===== src/rtl/clint_pkg.sv =====
// Shared CLINT definitions: register offsets within the 64 KiB region,
// reset constants and the byte-lane merge used by every writable register.
package clint_pkg;

   localparam logic [15:0] OFF_MSIP     = 16'h0000;
   localparam logic [15:0] OFF_MTIMECMP = 16'h4000;
   localparam logic [15:0] OFF_MTIME    = 16'hBFF8;

   localparam logic [63:0] MTIMECMP_RST = 64'hFFFF_FFFF_FFFF_FFFF;

   function automatic logic [63:0] byte_merge(input logic [63:0] old_val,
                                              input logic [63:0] new_val,
                                              input logic [7:0]  strb);
      logic [63:0] res;
      res = old_val;
      for (int i = 0; i < 8; i++) begin
         if (strb[i]) res[i*8 +: 8] = new_val[i*8 +: 8];
      end
      return res;
   endfunction

endpackage


===== src/rtl/clint_prescaler.sv =====
// mtime prescaler: counts 0..PRESCALE-1 and pulses o_tick in the wrap cycle.
module clint_prescaler #(
   parameter int unsigned PRESCALE = 1
) (
   input  logic i_clk,
   input  logic i_rst_n,
   output logic o_tick
);

   localparam logic [15:0] LAST = 16'(PRESCALE - 1);

   logic [15:0] r_count;
   logic        w_tick;

   assign w_tick = (r_count == LAST);
   assign o_tick = w_tick;

   always_ff @(posedge i_clk or negedge i_rst_n) begin
      if (!i_rst_n)    r_count <= '0;
      else if (w_tick) r_count <= '0;
      else             r_count <= r_count + 16'd1;
   end

endmodule


===== src/rtl/clint.sv =====
// Core-local interruptor: msip, mtimecmp and a prescaled 64-bit mtime with
// combinational reads, byte-strobed writes and registered interrupt outputs.
module clint
   import clint_pkg::*;
#(
   parameter logic [63:0] BASE     = 64'h0000_0000_0200_0000,
   parameter int unsigned PRESCALE = 1
) (
   input  logic        clk,
   input  logic        rst,
   input  logic        clint_re,
   input  logic        clint_we,
   input  logic [63:0] clint_addr,
   input  logic [63:0] clint_wdata,
   input  logic [7:0]  clint_wstrb,
   output logic [63:0] clint_dout,
   output logic        clint_mtip,
   output logic        clint_msip
);

   logic [63:0] r_mtime;
   logic [63:0] r_mtimecmp;
   logic        r_msip;
   logic        r_mtip;

   logic        w_tick;
   logic        w_in_region;
   logic [15:0] w_off;
   logic        w_sel_msip;
   logic        w_sel_cmp;
   logic        w_sel_mtime;
   logic [63:0] w_mtime_inc;
   logic [63:0] w_mtime_nxt;
   logic [63:0] w_mtimecmp_nxt;
   logic        w_msip_nxt;

   clint_prescaler #(.PRESCALE(PRESCALE)) u_prescaler (
      .i_clk   (clk),
      .i_rst_n (rst),
      .o_tick  (w_tick)
   );

   // Low address bits are dropped so any byte address inside a word hits it.
   assign w_in_region = (clint_addr[63:16] == BASE[63:16]);
   assign w_off       = clint_addr[15:0] & 16'hFFF8;
   assign w_sel_msip  = w_in_region && (w_off == OFF_MSIP);
   assign w_sel_cmp   = w_in_region && (w_off == OFF_MTIMECMP);
   assign w_sel_mtime = w_in_region && (w_off == OFF_MTIME);

   always_comb begin
      clint_dout = '0;
      if (clint_re) begin
         if (w_sel_msip)       clint_dout = {63'd0, r_msip};
         else if (w_sel_cmp)   clint_dout = r_mtimecmp;
         else if (w_sel_mtime) clint_dout = r_mtime;
      end
   end

   // A write in a tick cycle merges onto the incremented value.
   assign w_mtime_inc = w_tick ? r_mtime + 64'd1 : r_mtime;
   assign w_mtime_nxt = (clint_we && w_sel_mtime)
                        ? byte_merge(w_mtime_inc, clint_wdata, clint_wstrb)
                        : w_mtime_inc;
   assign w_mtimecmp_nxt = (clint_we && w_sel_cmp)
                           ? byte_merge(r_mtimecmp, clint_wdata, clint_wstrb)
                           : r_mtimecmp;
   assign w_msip_nxt = (clint_we && w_sel_msip && clint_wstrb[0])
                       ? clint_wdata[0] : r_msip;

   always_ff @(posedge clk or negedge rst) begin
      if (!rst) begin
         r_mtime    <= '0;
         r_mtimecmp <= MTIMECMP_RST;
         r_msip     <= 1'b0;
         r_mtip     <= 1'b0;
      end else begin
         r_mtime    <= w_mtime_nxt;
         r_mtimecmp <= w_mtimecmp_nxt;
         r_msip     <= w_msip_nxt;
         r_mtip     <= (r_mtime >= r_mtimecmp);
      end
   end

   assign clint_mtip = r_mtip;
   assign clint_msip = r_msip;

endmodule


===== config.mk =====
export PLATFORM = sky130hd
export DESIGN_NAME = clint
export DESIGN_NICKNAME = d
export VERILOG_FILES = /design/src/rtl/clint_pkg.sv /design/src/rtl/clint_prescaler.sv /design/src/rtl/clint.sv
export SDC_FILE = /design/constraint.sdc
export NUM_CORES = 1
export LEC_CHECK = 0
export BUFFER_PORTS_ARGS = -buffer_cell sky130_fd_sc_hd__buf_2
export CORE_MARGIN = 2
export CORE_UTILIZATION = 30
export DETAILED_ROUTE_END_ITERATION = 10
export GPL_TIMING_DRIVEN = 0
export PLACE_DENSITY = 0.55
export SLEW_MARGIN = 10
export SYNTH_ARGS = -nofsm -noshare
export SYNTH_HDL_FRONTEND = slang
export SYNTH_SLANG_ARGS = --single-unit

===== constraint.sdc =====
create_clock -name clk -period 4.6 [get_ports clk]
set_input_delay 0.46 -clock clk [delete_from_list [all_inputs] [get_ports clk]]
set_output_delay 0.46 -clock clk [all_outputs]
set_load 0.02 [all_outputs]

==> impl_results.md, run 1 <==
- Sw Share: 24.31%
- Die Wd: 185.7 um
- Fin. max-slew vios: 0
- Clock share of power: 49.7%
- Die area: 34500 sq um
- Grt total ovfl: 0
- Syn Area/Cell: 9.890 sq um
- Clock sinks: 146
- Net switching power: 0.6863 mW
- Total number of vias: 8486
- Post-Synth Adder-Cell Area: 8.460%
- FILL cells: 3397
- Antenna violations before repair: 1
- CTS Buffer Depth: 2
- Synth Area in Compound Gates: 8.598%
- Clock transition at path regs: 0.07 ns
- Post-Route Utilization: 37.22%
- CP Buf/Inv Count: 4
- Synth Area in XOR/XNOR: 6.806%
- CP delay by family, top: buffers and inverters
- Area share of the largest cell type after synthesis: 20.71%
- Cell mode on critical path: buf_2
- Leak: 5.512 nW
- GRT Overall Usage: 17.54%
- Internal: 2.137 mW
- Ranking of synthesized cells by area: dfrtp_1 21%, dfstp_2 17%, ha_1 8.5%, mux2_1 6.9%, mux2_2 5.7%
- CP cell instances: buf_2 -> nor4_1 -> nand4_1 -> nor4_1 -> nor2b_1 -> a21o_1 -> clkbuf_1 -> buf_2 -> nor2_1 -> buf_2
- Top-count cell post-synth: nor2_1
- Part of the power in registers: 45.6%
- Clock root buffer: clkbuf_16
- Share of layout cells above drive strength 1: 32.50%
- Hold Vio Cnt, Final: 0
- Register area: 3734 sq um
- Max cap viols: 0
- Pwr Density: 233.2 nW/um^2
- Worst IR drop on VDD: 0.1804 mV
- Final WL: 29560 um
- Num CTS Buffers: 17
- TritonRoute pass-1 iters: 5
- Worst Setup End Kind: output pin
- Largest family of logic cells by synthesized area: simple AND/OR/NAND/NOR gates
- IO buf count: 201
- Net total in the final layout: 1431
- Max incr delay on CP: 0.83 ns
- Simple logic cell fraction of the synthesized area: 20.96%
- Critical path type: input pin to output pin
- Multi-input logic area: 5722 sq um
- Register area share after synthesis: 37.68%
- Ys Warns: 0
- Hold Path Class: input pin to flip-flop
- Period utilization: 81.16%
- H-tree levels: 4
- Area of the mapped netlist: 9910 sq um
- Core Area: 32540 sq um
- Io pins: 206
- Initial DRC Count: 546
- Synth top cells by count: 100 x nor2_1, 82 x dfrtp_1, 73 x inv_1
- Setup Skew: 0.01747 ns
- Vias per std cell: 5.048
- Mapped Cells: 1002
- DP Wirelength: 22810 um
- Post-DRT Antenna Nets: 0
- RSZ-0062 raised after global routing: no
- Worst reg2reg setup slack: 1.47 ns
- Setup Fix Bufs, Post-CTS: 0
- Wire per inst: 17.59 um
- Minimum clock period: 3.734 ns
- Post-route setup TNS: 0 ns
- Vias in the first global route: 8310
- Mux contribution to synthesized area: 12.92%
- FFs w/ async S/R, synth: 100.0%
- Hold slack: 0.2437 ns
- Initial Utilization: 30.46%
- Largest net degree at the start of global routing: 89
- Post-Syn Nets: 1209
- CP arrival: 3.27 ns
- Cell taking the most area after synthesis: dfrtp_1
- Resized cells post-CTS: 0
- Final setup viols: 0
- Routability cong.: 0.8312
- Area Overhead vs Synth: 22.20%
- Yosys reg bits: 146
- Outcome: complete, no violations
- F_max: 267.8 MHz
- Logic pwr share: 4.7%
- Cts hold-fix bufs: 1
- Worst-Margin Slew: 1.129 ns
- First-pass GRT wire length: 46230 um
- Post-synth top flop: dfrtp_1
- CTS tree: built
- Crit path required time: 4.14 ns
- # DRC: 0
- Slew margin rel.: 24.71%
- FP Rows: 66
- Unique masters post-synth: 54
- Critical path startpoint category: input pin
- Clock Latency Late Sink: 0.43 ns
- Highest fanout seen on the critical path: 10
- Worst path slowest cell: clkbuf_1
- DIE HEIGHT: 185.7 um
- Post-synth EDFFs: 0
==> cells in the final DEF (no fill, tap or decap), types with 3 or more instances in the layout <==
master,n
buf_2,224
mux2_2,50
a221oi_1,3
inv_6,4
nor4_2,3
a22oi_1,63
o21ai_0,10
and3_1,20
nand3_1,44
xor2_1,25
nand3_4,6
and2_1,7
nor4_1,27
inv_1,73
nor2_1,100
dfrtp_1,82
nor4b_1,4
mux2i_1,3
a211oi_1,5
clkbuf_16,17
dfstp_2,64
clkbuf_8,3
clkinv_4,5
clkbuf_1,6
nand3_2,4
and4_1,11
mux2_1,61
ha_1,67
nor3_1,22
a21oi_1,39
xnor2_1,52
nand2_1,42
nand4_1,50
nor4_4,4
==> layer usage <==
| metal | vias to the layer above | track usage (%) | part of all wire (%) |
|---|---|---|---|
| li1 | 4114 | - | - |
| met1 | 4126 | 23.12 | 45 |
| met2 | 201 | 28.22 | 47 |
| met3 | 43 | 3.678 | 4.8 |
| met4 | 2 | 6.551 | 3.0 |
| met5 | - | 0 | 0.044 |
==> path summary, 6_finish.rpt <==
path | cells after the start | endpoint | start
min in group asynchronous | 2 | r_mtime[20] | rst
worst min-delay path | 2 | r_mtime[21] | clint_wdata[21]
worst max-delay path | 10 | clint_dout[51] | clint_addr[42]
worst max register to register | 6 | r_mtime[59] | r_mtime[36]
worst min register to register | 1 | u_prescaler.r_count[13] | u_prescaler.r_count[13]
max in group asynchronous | 3 | r_mtimecmp[59] | rst
==> metrics by stage <==
step / instance area [sq um] / total power [mW] / std cells / setup WS (ns)
4_1_cts: 12100 / 2.851 / 1679 / 0.7700
2_1_floorplan: 9910 / 1.328 / 1002 / 1.887
5_1_grt: 12100 / 2.927 / 1679 / 0.4836
3_3_place_gp: 11470 / 1.439 / 1645 / 0.7405
6_report: 12110 / 2.824 / 1681 / 0.8665
3_5_place_dp: 11510 / 1.444 / 1646 / 0.7787
==> sequential cells by signal (all words and copies together) (netlist names) <==
register             cells
r_mtimecmp              64
u_prescaler.r_count     16
r_mtime                 64
clint_msip               1
clint_mtip               1
==> power groups by stage <==
stage                     clock network (mW)  registers [mW]  logic [mW]
final                                   1.40            1.29       0.133
after global routing                    1.49            1.29       0.148
after floorplan                            0            1.31      0.0190
after CTS                               1.43            1.29       0.137
after detailed placement                   0            1.31       0.136
after global placement                     0            1.31       0.130
==> worst register-to-register path, stage by stage (launching register included) <==
cell and delay [ns]:
dfrtp_1 0.46, nand3_1 0.28, nor4_2 0.94, nor4b_1 0.68
nand3_1 0.21, xnor2_1 0.18, mux2_2 0.26
==> logic make-up after synthesis <==
logic type                 Yosys count
adders and majority gates           67
buffers and inverters              107
and+or+nand+nor                    362
DFF                                146
xor gates and xnor gates            77
AOI/OAI and AO/OA                  129
muxes                              114
==> layout make-up <==
type / count / area share (%)
plain buffers: 34 / 1.488
clock inverters: 12 / 1.002
multi-input cells: 749 / 47.25
clock buffers: 20 / 3.854
flip-flops and latches: 146 / 30.83
inverters: 73 / 2.263
well taps: 442 / 4.567
diodes: 2 / 0.04133
repair buffers: 203 / 8.700
Note: power is estimated with default switching activity, not from simulation.
==> run 2, diff against run 1 <==
Settings changed: ABC_AREA from default to 1, PLACE_DENSITY 0.55 to 0.56.
Clock period 4.6 ns to 3.2 ns, I/O delays scaled along.
==> impl_results.md, run 2 <==
- CP delay by family, top: buffers and inverters
- Die area: 41800 sq um (+21%)
- Largest net degree at the start of global routing: 79 (-11%)
- Max cap viols: 0 (unchanged)
- Minimum clock period: 2.977 ns
- Clock sinks: 146 (unchanged)
- Die Wd: 204.5 um (+10%)
- Mapped Cells: 1931 (+93%)
- Unique masters post-synth: 38 (-30%)
- TritonRoute pass-1 iters: 5 (unchanged)
- Grt total ovfl: 0 (unchanged)
- Area Overhead vs Synth: 19.64%
- Fin. max-slew vios: 0 (unchanged)
- Pwr Density: 300.2 nW/um^2 (+29%)
- Critical path startpoint category: input pin
- IO buf count: 201 (unchanged)
- Antenna violations before repair: 1 (unchanged)
- Highest fanout seen on the critical path: 10 (unchanged)
- Global routing usage on met3: 3.029% (-0.65 points)
- Design area: 14420 sq um (+19%)
- FP Rows: 73 (+11%)
- Largest family of logic cells by synthesized area: simple AND/OR/NAND/NOR gates
- F_max: 335.9 MHz
- Post-synth EDFFs: 0 (unchanged)
- DP Wirelength: 36030 um (+58%)
- Net total in the final layout: 2360 (+65%)
- Final cell count without fillers: 2692 (+60%)
- Num CTS Buffers: 17 (unchanged)
- Commonest non-fill, non-tap cell in the layout: nand2_1
- Synth Area in XOR/XNOR: 2.979% (-3.8 points)
- Initial DRC Count: 943 (+73%)
- DIE HEIGHT: 204.5 um (+10%)
- GR Util met1: 29.73% (+6.6 points)
- Syn Area/Cell: 6.243 sq um (-37%)
- GRT Overall Usage: 21.56% (+4.0 points)
- Yosys reg bits: 146 (unchanged)
- CP Buf/Inv Count: 6 (+2)
- Vias per std cell: 4.721 (-6.5%)
- Worst path slowest cell: nor3_2
- First-pass GRT wire length: 68940 um (+49%)
- Setup slack after layout: 0.2230 ns (-0.6434 ns)
- Total number of vias: 12709 (+50%)
- Placed cell count: 2658 (+61%)
- Leak: 7.730 nW (+40%)
- Register area share after synthesis: 30.97% (-6.7 points)
- Hold Vio Cnt, Final: 0 (unchanged)
- Top-count cell post-synth: nand2_1
- CP arrival: 2.66 ns (-0.61 ns)
- Post-Syn Nets: 2138 (+77%)
- Vias in the first global route: 12501 (+50%)
- Area share of the largest cell type after synthesis: 17.02% (-3.7 points)
- Post-route setup TNS: 0 ns (unchanged)
- Post-DRT Antenna Nets: 0 (unchanged)
- Clock Latency Late Sink: 0.44 ns (about the same)
- Share of layout cells above drive strength 1: 15.74% (-17 points)
- Post-synth top flop: dfrtp_1
- Ys Warns: 0 (unchanged)
- Clock transition at path regs: 0.06 ns (about the same)
- Hold Path Class: input pin to flip-flop
- H-tree levels: 4 (unchanged)
- FILL cells: 4444 (+31%)
- CTS tree: built
- Global route hottest layer: met2
- Ranking of synthesized cells by area: dfrtp_1 17%, nand2_1 17%, dfstp_2 14%, nor2_1 10%, inv_1 10%
- Io pins: 206 (unchanged)
- Top flop regs: r_mtime (64), r_mtimecmp (64), u_prescaler.r_count (16)
- Synth Area in Compound Gates: 10.23% (+1.6 points)
- Cell taking the most area after synthesis: dfrtp_1
- FFs w/ async S/R, synth: 100.0% (unchanged)
- Worst-Margin Slew: 0.7617 ns (-0.3677 ns)
- Post-Place Setup Slack: 0.04036 ns (-0.7384 ns)
- Setup Skew: 0.01202 ns (-0.005452 ns)
- Clock root buffer: clkbuf_16
- Worst IR drop on VDD: 0.3040 mV (+69%)
- Final setup viols: 0 (unchanged)
- Slew margin rel.: 49.03% (+24 points)
- Area of the mapped netlist: 12060 sq um (+22%)
- CP cell instances: buf_2 -> inv_1 -> nand3_1 -> nor3_2 -> nand3_1 -> nand2_2 -> inv_1 -> clkbuf_2 -> clkbuf_1 -> o21ai_0 -> nor2_1 -> buf_2
- Wire per inst: 16.47 um (-6.4%)
- Pwr Total: 4.329 mW (+53%)
- Simple logic cell fraction of the synthesized area: 37.04% (+16 points)
- # DRC: 0 (unchanged)
- Max incr delay on CP: 0.32 ns (-0.51 ns)
- Worst Setup End Kind: output pin
- Met2 Usage GRT: 34.94% (+6.7 points)
- Mux contribution to synthesized area: 0% (-13 points)
- Initial Utilization: 30.34% (-0.12 points)
- Outcome: complete, no violations
- Routability cong.: 0.9576 (+15%)
- Commonest cells after routing, fill and taps aside: 537 x nand2_1, 337 x nor2_1, 322 x inv_1, 210 x buf_2, 182 x o21ai_0
- Critical path type: input pin to output pin
- Synth top cells by count: 538 x nand2_1, 337 x nor2_1, 322 x inv_1
- Period utilization: 93.03%
- Final WL: 44330 um (+50%)
- Post-Synth Adder-Cell Area: 6.954% (-1.5 points)
- Crit path required time: 2.88 ns (-1.26 ns)
- CTS Buffer Depth: 2 (unchanged)
- DP Area: 13760 sq um (+20%)
- Core Area: 39730 sq um (+22%)
## run 2: cell families after synthesis
kind of cell	Yosys count
buffers and inverters	368
XOR/XNOR	41
flip-flops	146
AND/OR/NAND/NOR	1066
AO/OA/AOI/OAI	243
adder cells (fa/ha/maj)	67
## run 2: cell type report
type	instances	area, sq um	area share (%)
clock inverter	9	152.6	1.058
timing repair buffer	203	1054	7.305
clock buffer	23	488.0	3.383
antenna	1	2.502	0.01735
multi-input combinational	1417	6909	47.90
tap	525	656.9	4.555
sequential	146	3734	25.89
buffer	44	210.2	1.457
inverter	324	1216	8.432
## run 2: worst register-to-register path, delay by kind of cell (launching register included)
family                   cells  cell delay [ns]
XOR/XNOR                     1             0.21
adder cells (fa/ha/maj)      1             0.18
buffers and inverters        2             0.12
flip-flops                   1             0.41
AND/OR/NAND/NOR              8             1.61
## run 2: worst paths after layout
check | slack, ns | start | cells past startpoint | end
max reg2reg | 0.56 | u_prescaler.r_count[0] | 12 | r_mtime[46]
min in group asynchronous | 0.42 | rst | 2 | u_prescaler.r_count[9]
min | 0.09 | clint_wdata[62] | 3 | r_mtimecmp[62]
max | 0.22 | clint_addr[15] | 12 | clint_dout[26]
min reg2reg | 0.50 | u_prescaler.r_count[0] | 1 | u_prescaler.r_count[0]
max in group asynchronous | 1.93 | rst | 3 | r_mtimecmp[29]
## run 2: what timing repair did
action	CTS	global route
resized for setup	0	5
endpoints found under the setup margin	0	42
endpoints found under the hold margin	38	0
buffers inserted	0	0
hold buffers	1	0
## run 2: per-layer routing
metal,vias up,wire (um),share of wire [%]
li1,6461,-,-
met1,5887,21170,48
met2,315,20250,46
met3,46,1952,4.4
met4,0,954,2.2
met5,-,0,0
## run 2: report_power, final
group / internal (mW) / switching (mW) / total [mW]
registers: 1.85 / 0.00000000000000141 / 1.85
logic: 0.0878 / 0.154 / 0.242
clock network: 1.39 / 0.850 / 2.24
## run 2: through the flow
stage          util, %  hold WS (ns)
3_3_place_gp     34.53        0.4873
5_1_grt          36.30       0.09185
6_report         36.30       0.09482
4_1_cts          36.26       0.06999
2_1_floorplan        -       0.02441
3_5_place_dp     34.62        0.3173
